===== src/rtl/alu_pipe.sv =====
// Two-stage pipelined ALU with valid/ready handshakes on both sides.
// Stage 1 registers the operation; stage 2 computes and holds the result.
module alu_pipe #(
    parameter int WIDTH     = 8,
    parameter bit SIGNED_LE = 1'b0,
    localparam int SHW      = $clog2(WIDTH)
) (
    input  logic             clk,
    input  logic             reset,
    input  logic             in_valid,
    output logic             in_ready,
    input  logic [2:0]       op,
    input  logic [WIDTH-1:0] a,
    input  logic [WIDTH-1:0] b,
    input  logic             cin,
    output logic             out_valid,
    input  logic             out_ready,
    output logic [WIDTH-1:0] result,
    output logic             cout,
    output logic             zero,
    output logic             carry_flag
);

    typedef enum logic [2:0] {
        OP_ADD = 3'b000,
        OP_SUB = 3'b001,
        OP_AND = 3'b010,
        OP_GEN = 3'b011,
        OP_OR  = 3'b100,
        OP_XOR = 3'b101,
        OP_ADC = 3'b110,
        OP_LE  = 3'b111
    } op_e;

    logic             s1_valid_q;
    op_e              s1_op_q;
    logic [WIDTH-1:0] s1_a_q;
    logic [WIDTH-1:0] s1_b_q;
    logic             s1_cin_q;

    logic             out_valid_q;
    logic [WIDTH-1:0] result_q;
    logic             cout_q;
    logic             zero_q;
    logic             carry_flag_q;

    logic             s1_en;
    logic             s2_en;
    logic             s2_load;
    logic [WIDTH:0]   sum_d;
    logic             le;
    logic             in_rng;
    logic [SHW-1:0]   sh;
    logic             arith;

    assign s2_en    = !out_valid_q || out_ready;
    assign s1_en    = !s1_valid_q || s2_en;
    assign s2_load  = s2_en && s1_valid_q;
    assign in_ready = s1_en;

    assign sh     = s1_b_q[SHW-1:0];
    assign in_rng = ({1'b0, s1_b_q} < (WIDTH+1)'(WIDTH));
    assign le     = SIGNED_LE ? ($signed(s1_a_q) <= $signed(s1_b_q))
                              : (s1_a_q <= s1_b_q);
    assign arith  = (s1_op_q == OP_ADD) || (s1_op_q == OP_SUB)
                 || (s1_op_q == OP_ADC);

    // All arithmetic is done one bit wider; the top bit becomes cout.
    always_comb begin
        sum_d = '0;
        unique case (s1_op_q)
            OP_ADD: sum_d = {1'b0, s1_a_q} + {1'b0, s1_b_q}
                          + (WIDTH+1)'(s1_cin_q);
            OP_SUB: sum_d = {1'b0, s1_a_q} + {1'b0, ~s1_b_q}
                          + (WIDTH+1)'(1);
            OP_AND: sum_d = {1'b0, s1_a_q & s1_b_q};
            OP_GEN: sum_d = in_rng ? {1'b0, WIDTH'(1) << sh}
                                   : {1'b1, {WIDTH{1'b0}}};
            OP_OR:  sum_d = {1'b0, s1_a_q | s1_b_q};
            OP_XOR: sum_d = {1'b0, s1_a_q ^ s1_b_q};
            OP_ADC: sum_d = {1'b0, s1_a_q} + {1'b0, s1_b_q}
                          + (WIDTH+1)'(carry_flag_q);
            OP_LE:  sum_d = {{WIDTH{1'b0}}, le};
        endcase
    end

    always_ff @(posedge clk) begin
        if (reset) begin
            s1_valid_q   <= 1'b0;
            s1_op_q      <= OP_ADD;
            s1_a_q       <= '0;
            s1_b_q       <= '0;
            s1_cin_q     <= 1'b0;
            out_valid_q  <= 1'b0;
            result_q     <= '0;
            cout_q       <= 1'b0;
            zero_q       <= 1'b0;
            carry_flag_q <= 1'b0;
        end else begin
            if (s1_en) begin
                s1_valid_q <= in_valid;
                s1_op_q    <= op_e'(op);
                s1_a_q     <= a;
                s1_b_q     <= b;
                s1_cin_q   <= cin;
            end
            if (s2_en) begin
                out_valid_q <= s1_valid_q;
            end
            // Bubbles leave the last result in place rather than stale operands.
            if (s2_load) begin
                result_q <= sum_d[WIDTH-1:0];
                cout_q   <= sum_d[WIDTH];
                zero_q   <= (sum_d[WIDTH-1:0] == '0);
                if (arith) begin
                    carry_flag_q <= sum_d[WIDTH];
                end
            end
        end
    end

    assign out_valid  = out_valid_q;
    assign result     = result_q;
    assign cout       = cout_q;
    assign zero       = zero_q;
    assign carry_flag = carry_flag_q;

endmodule


===== config.mk =====
export PLATFORM = sky130hd
export DESIGN_NAME = alu_pipe
export DESIGN_NICKNAME = d
export VERILOG_FILES = /design/src/rtl/alu_pipe.sv
export SDC_FILE = /design/constraint.sdc
export NUM_CORES = 1
export LEC_CHECK = 0
export BUFFER_PORTS_ARGS = -buffer_cell sky130_fd_sc_hd__buf_4
export CORE_MARGIN = 2
export CORE_UTILIZATION = 40
export DETAILED_ROUTE_END_ITERATION = 10
export SETUP_SLACK_MARGIN = 0.3
export SLEW_MARGIN = 20
export SYNTH_ARGS = -nofsm -noshare
export SYNTH_HDL_FRONTEND = slang
export SYNTH_SLANG_ARGS = --single-unit

===== constraint.sdc =====
create_clock -name clk -period 3 [get_ports clk]
set_input_delay 0.15 -clock clk [delete_from_list [all_inputs] [get_ports clk]]
set_output_delay 0.15 -clock clk [all_outputs]
set_load 0.02 [all_outputs]

**Yosys cells after proc, flatten, opt, wreduce, memory -nomap -nowiden**

Index checks and enable logic that the tools add are counted.

- Equal/unequal tests: 7
- Reduce and logical (&&, ||, !) cells: 10
- Multipliers: 0
- Bitwise logic cells: 4
- Add/subtract/negate cells: 5
- Div/mod/pow operators: 0
- Shift operators: 1
- $lt $le $gt $ge: 2
- Multiplexer cells: 2

Operator list:

| cell | count |
|---|---|
| 9-bit case mux with 8 select lines | 1 |
| 8-bit by 8-bit adder with 9-bit output | 2 |
| 9-bit by 1-bit adder with 9-bit output | 2 |
| 3-bit equality test (second input constant) | 4 |
| 9-bit by 1-bit adder with 9-bit output (second input constant) | 1 |
| 9-bit 2-to-1 mux | 1 |
| 8-bit AND | 1 |
| 8-bit <= comparator | 1 |
| 8-bit logical NOT | 1 |
| 8-bit by 4-bit < comparator with 1-bit output (second input constant) | 1 |
| 8-bit inverter | 1 |
| 8-bit OR | 1 |
| 1-bit by 3-bit left shift with 8-bit output (first input constant) | 1 |
| 8-bit XOR | 1 |
| 3-bit by 2-bit equality test with 1-bit output (second input constant) | 2 |
| 1-bit logical OR | 4 |
| 3-bit by 1-bit equality test with 1-bit output (second input constant) | 1 |
| 3-bit logical NOT | 1 |
| 1-bit logical NOT | 2 |
| 2-bit AND reduction | 1 |
| 1-bit logical AND | 1 |

- Bits in registers: 33
- Latch bits: 0
- Memory bits (read-only): 0
- Input bits: 24
- Output and inout bits: 13
- RAM bits: 0
- Memories kept: 0
- Word-level logic and storage cells: 41

**Longest topological paths before layout**

Gate-level depths: netlist of run 1.

- Depth in word-level cells: 5
- Gate-level depth with buffers: 12
- Mapped depth without buffers: 11

**Worst setup path before layout of run 1**

No wires, ideal clock.

- Path type: register -> register
- From: reg s1_op_q[1]
- To: reg zero_q (netlist: zero)
- Path buffers: 1
- Clock period less this slack: 2.571 ns
- Setup slack: 0.429 ns
- Library setup time: 0.084 ns
- Arrival time: 2.487 ns
- Data required time: 2.916 ns
- Stages on the path, launching flop included: 12
- Cell sequence: dfxtp_1 -> clkbuf_1 -> nand3_1 -> mux2_2 -> ha_1 -> ha_1 -> o2111a_1 -> and3_4 -> xnor2_1 -> o22a_1 -> a211o_1 -> o31ai_2

- Longest elaborated chain between the ends: 3
- Elaborated cells on any way between the ends: 10
- Those cells by class: eq/ne: 7; mux: 1; reduce/logical: 2

Ends and longest elaborated chain:

| item | line | text |
|---|---|---|
| start: declaration | 36 | `op_e s1_op_q;` |
| start signal: assignment | 102 | `s1_op_q <= op_e'(op);` |
| 3-bit equality test, or another cell as far along | 71 | `unique case (s1_op_q)` |
| 9-bit case mux with 8 select lines (*) | 71 |  |
| 8-bit logical NOT (*) | 114 | `zero_q <= (sum_d[WIDTH-1:0] == '0);` |
| end signal: assignment | 114 |  |
| end: declaration | 44 | `logic zero_q;` |

Mark *: on every way between the ends. The rest lies on a longest branch, timed or not.
A chain may end at the register's enable or synchronous reset.

**Worst setup path after layout of run 1**

- From: reg s1_a_q[0]
- To: reg zero_q (netlist: zero)

- Longest elaborated chain between the ends: 4
- Elaborated cells on any way between the ends: 11
- Those cells by class: add/sub: 5; order compare: 1; mux: 1; bitwise: 3; reduce/logical: 1

Ends and longest elaborated chain:

| item | line | text |
|---|---|---|
| start: declaration | 37 | `logic [WIDTH-1:0] s1_a_q;` |
| start signal: assignment | 91 | `s1_a_q <= '0;` |
| start signal: assignment | 103 | `s1_a_q <= a;` |
| 8-bit by 8-bit adder with 9-bit output (on tied branches) | 72, 81, 74 |  |
| 9-bit by 1-bit adder with 9-bit output (on tied branches) | 82, 73, 75 |  |
| 9-bit case mux with 8 select lines (*) | 71 |  |
| 8-bit logical NOT (*) | 114 |  |

Marked as above.

==> reports/qor.txt, run 1 <==
outcome - complete, no violations
slowest CP cell - fa_1
final worst path period share - 0.8704
WL/cell - 15.77 µm
unrepaired setup endpoints after global routing - no
Top Ports - 37
main combinational cell family by area after synthesis - compound AO/OA/AOI/OAI gates
placed cell areas - 0.003030 mm²
Die H - 86.05 µm
sequential cell area fraction in the yosys report - 0.2454
asr flop ratio synth - 0
most common cell after layout, fill and taps aside - nand2_1
Post-CTS Hold Fix Bufs - 0
setup TNS - 0 ns
Setup violations, final - 0
WL final - 7.411 mm
Final WS setup - 0.3888 ns
clock sink count - 33
clock latency at the later pin of the worst-skew pair - 0.28 ns
design area - 0.003193 mm²
worst vdd ir - 254.4 µV
Nets - 444
Max Clk Rate - 383.0 MHz
mapped cell area - 0.002693 mm²
Layout Cells excl Fill - 470
Worst Path Class, Setup - reg -> reg
drt first pass iters - 5
CTS Root Cell - clkbuf_8
placed cell count - 460
Top Layer Used - met4
Yosys warnings - 0
met2 wire length - 3.337 mm
total global routing overflow - 0
via count - 2630
worst-margin pin slew - 0.6082 ns
GRT Resource Usage Total - 0.2069
Synth Area per Inst - 7.521 µm²
Critical Path Sink Type - flop
CP cell instances - inv_1, ha_1, fa_1, o21ba_1, o211ai_1, a21oi_1, or2_1, a21oi_2, nor3_1, a211o_1, o31ai_2
post-synthesis mux area share - 0.007900
hold slack - 0.08459 ns
Final ANT Viol Nets - 0
Compound-Gate Fraction of Synth Area - 0.2509
Power Dens Cells - 384.7 mW/mm²
leakage - 1.363 nW
CP peak stage delay - 0.40 ns
Main synth FF type - dfxtp_1
Area Overhead vs Synth - 18.59%
Distinct cells, synth - 65
wl on met1 - 3.458 mm
Initial DRC Count - 224
die width - 86.05 µm
fraction of layout cells with a size suffix above 1 - 0.2214
gate count of the mapped netlist - 358
Final Hold Fails - 0
first-pass GRT wire length - 12.25 mm
H-tree lvl count - 2
Setup Skew - 0.005552 ns
DRC violations left - 0
Max-slew headroom - 0.5941
largest net degree at the start of global routing - 35
final core utilization - 0.4972
final period demand of the worst path - 2.611 ns
syn_nets - 410
GPL Wtd Cong - 0.9056
clk buf depth - 2
Synth Area in Simple Gates - 0.2268
most frequent cells in the layout - nand2_1, buf_4, a21oi_1
Synth Area in Adders - 0.1357
crit start category - flop
synthesized flop and latch total - 33
initial core utilization - 0.4192
CTS tree - yes
Total Power - 1.228 mW
initial antenna violation count - 0
Crit path required time - 3.20 ns
num rows - 29
pre-CTS setup slack - 0.1282 ns
Final HPWL DP - 5.651 mm
DR vias/cell - 5.596
hold crit path type - in -> reg
number of global-route vias before repair - 2518
crit-path max FO - 3
diode count - 0
met3 wire len - 451 µm
die area - 0.007404 mm²
Post-synth EDFFs - 0
fin. max-slew vios - 0
Worst Path Arrival - 2.81 ns
CTS buffer count - 5
CTS clk-pin slew, worst paths - 0.07 ns
IO buf count - 36
Placeable Area - 0.006422 mm²
Synth Area in XOR/XNOR - 0.05437
Max-Cap Viols - 0
[worst max-delay path, delay by kind of cell, from the launching register on]
kind                     cells  cell delay, ns
AO/OA/AOI/OAI                6            1.14
adder cells (fa/ha/maj)      2            0.62
flip-flops                   1            0.37
AND/OR/NAND/NOR              2            0.34
buffers and inverters        1            0.08
[report_power, final]
part	internal, mW	leakage (nW)	switching, mW
Combinational	0.178	1.05	0.236
Clock	0.160	0.0439	0.168
Sequential	0.464	0.274	0.0209
[sequential cells by signal, summed over array words and instances, names as in the netlist]
name and flops:
carry_flag 1, cout 1, out_valid 1, result 8, s1_a_q 8, s1_b_q 8
s1_cin_q 1, s1_op_q 3, s1_valid_q 1, zero 1
[cells by family after synthesis]
group / after synthesis
buffers and inverters: 51
AO/OA/AOI/OAI: 100
adder cells (fa/ha/maj): 28
flip-flops: 33
XOR/XNOR: 15
AND/OR/NAND/NOR: 129
multiplexers: 2
[cells in the mapped netlist, types with 2 or more instances]
library cell	number	area (µm²)
a211oi_1	2	15.01
a211oi_2	3	37.54
a21oi_1	43	215.2
a221o_1	2	20.02
a221oi_1	4	35.03
buf_2	2	10.01
buf_6	2	22.52
clkbuf_1	15	56.30
dfxtp_1	33	660.6
fa_1	2	40.04
ha_1	26	325.3
inv_1	29	108.9
inv_2	2	7.510
nand2_1	60	225.2
nand2b_1	3	18.77
nand3_1	10	50.05
nand4_1	3	18.77
nor2_1	20	75.07
nor2b_1	4	25.02
nor3_1	11	55.05
nor4_1	2	12.51
o211ai_1	3	22.52
o21a_1	3	22.52
o21ai_0	13	65.06
o21ai_1	2	10.01
o22ai_1	3	18.77
o31ai_1	2	15.01
o31ai_2	2	25.02
or2_1	2	12.51
or3_1	2	12.51
or4_1	2	15.01
xnor2_1	10	87.58
xnor2_2	2	32.53
xor2_1	3	26.28
[cell type report]
cell class                 count  area (µm²)
multi-input combinational    274        1876
fill                         649        3229
tap                           77       96.34
timing repair buffer          47       352.8
clock inverter                 3       17.52
inverter                      31       116.4
sequential                    33       665.6
clock buffer                   5       68.82
[routing by layer]
metal	global-route usage	vias to the layer above
li1	-	1308
met1	0.2876	1186
met2	0.3298	122
met3	0.02887	14
met4	0.06494	0
met5	0	-
[worst paths after layout]
check | to | slack (ns) | from | cells past startpoint
max reg2reg | zero | 0.39 | s1_a_q[0] | 11
min | s1_valid_q | 0.08 | in_valid | 3
min reg2reg | result[4] | 0.46 | result[4] | 2
max | zero | 0.39 | s1_a_q[0] | 11
[repair_timing]
| item | 4_1_cts | 5_1_grt |
|---|---|---|
| endpoints found under the hold margin | 0 | 0 |
| pin swaps | 2 | 2 |
| buffers inserted | 1 | 1 |
| endpoints found under the setup margin | 3 | 5 |
| resized for setup | 7 | 11 |
No activity file was read; power rests on OpenSTA's default activity.
==> inputs of run 2 (changes only) <==
Settings changed: CELL_PAD_IN_SITES_DETAIL_PLACEMENT set to 1, CELL_PAD_IN_SITES_GLOBAL_PLACEMENT set to 1, CORE_UTILIZATION 40 to 42, PLACE_DENSITY_LB_ADDON set to 0.1.
==> reports/qor.txt, run 2 (synthesized netlist as in run 1, its figures left out) <==
outcome - complete, no violations
fin. max-slew vios - 0
number of global-route vias before repair - 2661
CTS buffer count - 5
Power Dens Cells - 414.0 mW/mm²
first-pass GRT wire length - 14.14 mm
Final HPWL DP - 6.571 mm
Area Overhead vs Synth - 24.30%
Setup violations, final - 0
num rows - 29
CTS clk-pin slew, worst paths - 0.07 ns
Die H - 84.07 µm
crit start category - flop
Worst Path Class, Setup - reg -> reg
GPL Wtd Cong - 0.9312
pre-CTS setup slack - -0.006149 ns
Final ANT Viol Nets - 0
DR vias/cell - 5.678
Max-Cap Viols - 0
Initial DRC Count - 184
clock sink count - 33
WL/cell - 18.54 µm
worst vdd ir - 281.7 µV
IO buf count - 36
DRC violations left - 0
diode count - 0
CTS Root Cell - clkbuf_8
Setup Skew - 0.009040 ns
fraction of layout cells with a size suffix above 1 - 0.2537
CTS tree - yes
crit path buf inv count - 1
Placeable Area - 0.006277 mm²
leakage - 1.420 nW
drt first pass iters - 4
Final WS setup - 0.3614 ns
clock latency at the later pin of the worst-skew pair - 0.30 ns
Crit path max-delay family - compound AO/OA/AOI/OAI gates
Final Hold Fails - 0
H-tree lvl count - 2
area of the multi-input gates - 0.001926 mm²
initial antenna violation count - 0
Layout Cells excl Fill - 479
Max Clk Rate - 379.0 MHz
unrepaired setup endpoints after global routing - yes
most common cell after layout, fill and taps aside - nand2_1
Critical Path Sink Type - flop
Crit path required time - 3.21 ns
Top Ports - 37
placed cell count - 461
via count - 2720
initial core utilization - 0.4289
largest net degree at the start of global routing - 35
total global routing overflow - 0
Max-slew headroom - 0.6156
CP cell instances - inv_1, ha_1, fa_1, o21ba_1, o211ai_1, a21oi_1, or2_1, a21oi_1, nor3_1, a211o_1, o31ai_2
CP peak stage delay - 0.41 ns
most frequent CP cell - a21oi_1
final worst path period share - 0.8795
clk buf depth - 2
most frequent cells in the layout - nand2_1, buf_4, a21oi_1
layout filler cell count - 796
worst-margin pin slew - 0.5760 ns
register area - 665.6 µm²
crit-path max FO - 3
Worst Path Arrival - 2.85 ns
hold crit path type - in -> reg
WL final - 8.883 mm
Nets - 453
slowest CP cell - fa_1
die width - 84.07 µm
die area - 0.007068 mm²
final period demand of the worst path - 2.639 ns
GRT Resource Usage Total - 0.2522
## run 2: changes by cell type in the layout (fill, tap and decap cells not counted), sizes merged
cell | before | now
bufinv | 0 | 1
clkinv | 2 | 0
clkinvlp | 1 | 0
clkbuf | 5 | 7
buf | 47 | 56
## run 2: path summary, 6_finish.rpt
kind	cells after the start	from	endpoint	slack (ns)
max	11	s1_a_q[0]	zero	0.36
min	3	in_valid	s1_valid_q	0.06
max reg2reg	11	s1_a_q[0]	zero	0.36
min reg2reg	2	result[1]	result[1]	0.46
## run 2: final cells by class
| class | instances | area share |
|---|---|---|
| clock inverters | 1 | 0.008972 |
| clock buffers | 7 | 0.02579 |
| flip-flops and latches | 33 | 0.1989 |
| well taps | 77 | 0.02879 |
| inverters | 31 | 0.03551 |
| multi-input cells | 274 | 0.5753 |
| repair buffers | 56 | 0.1267 |
## run 2: through the flow
stage	total power [mW]	cell area, µm²	utilization	hold WS [ns]	TNS [ns]
floorplan	0.7736	2693	-	0.2707	0
global placement	0.8954	3038	0.4840	0.3611	0
detailed placement	0.9017	3038	0.4840	0.3648	-0.006149
CTS	1.367	3238	0.5158	0.05303	0
global route	1.458	3347	0.5332	0.09768	0
finish	1.386	3347	0.5332	0.05547	0
## run 2: timing repair
item	CTS	global route
buffers inserted	4	6
hold endpoints to repair	0	0
endpoints found under the setup margin	7	5
pin swaps	7	9
cloned	0	0
gates resized for setup	14	16
hold buffers	0	0
## run 2: tightest hold or removal path, cell delays in order
cell	delay, ns
buf_4	0.08
nor2_1	0.03
nor2_1	0.06
## run 2: per-layer routing
layer,up-vias,GRT usage,wire length [µm]
met3,10,0.04055,411
li1,1325,-,-
met4,0,0.06891,127
met5,-,0,0
met1,1309,0.3588,4121
met2,76,0.3939,4222
## run 2: report_power, final
part	leakage (nW)	switching [mW]	internal, mW
registers	0.274	0.0230	0.464
clock network	0.0585	0.172	0.271
logic	1.09	0.259	0.197
total	1.42	0.453	0.932
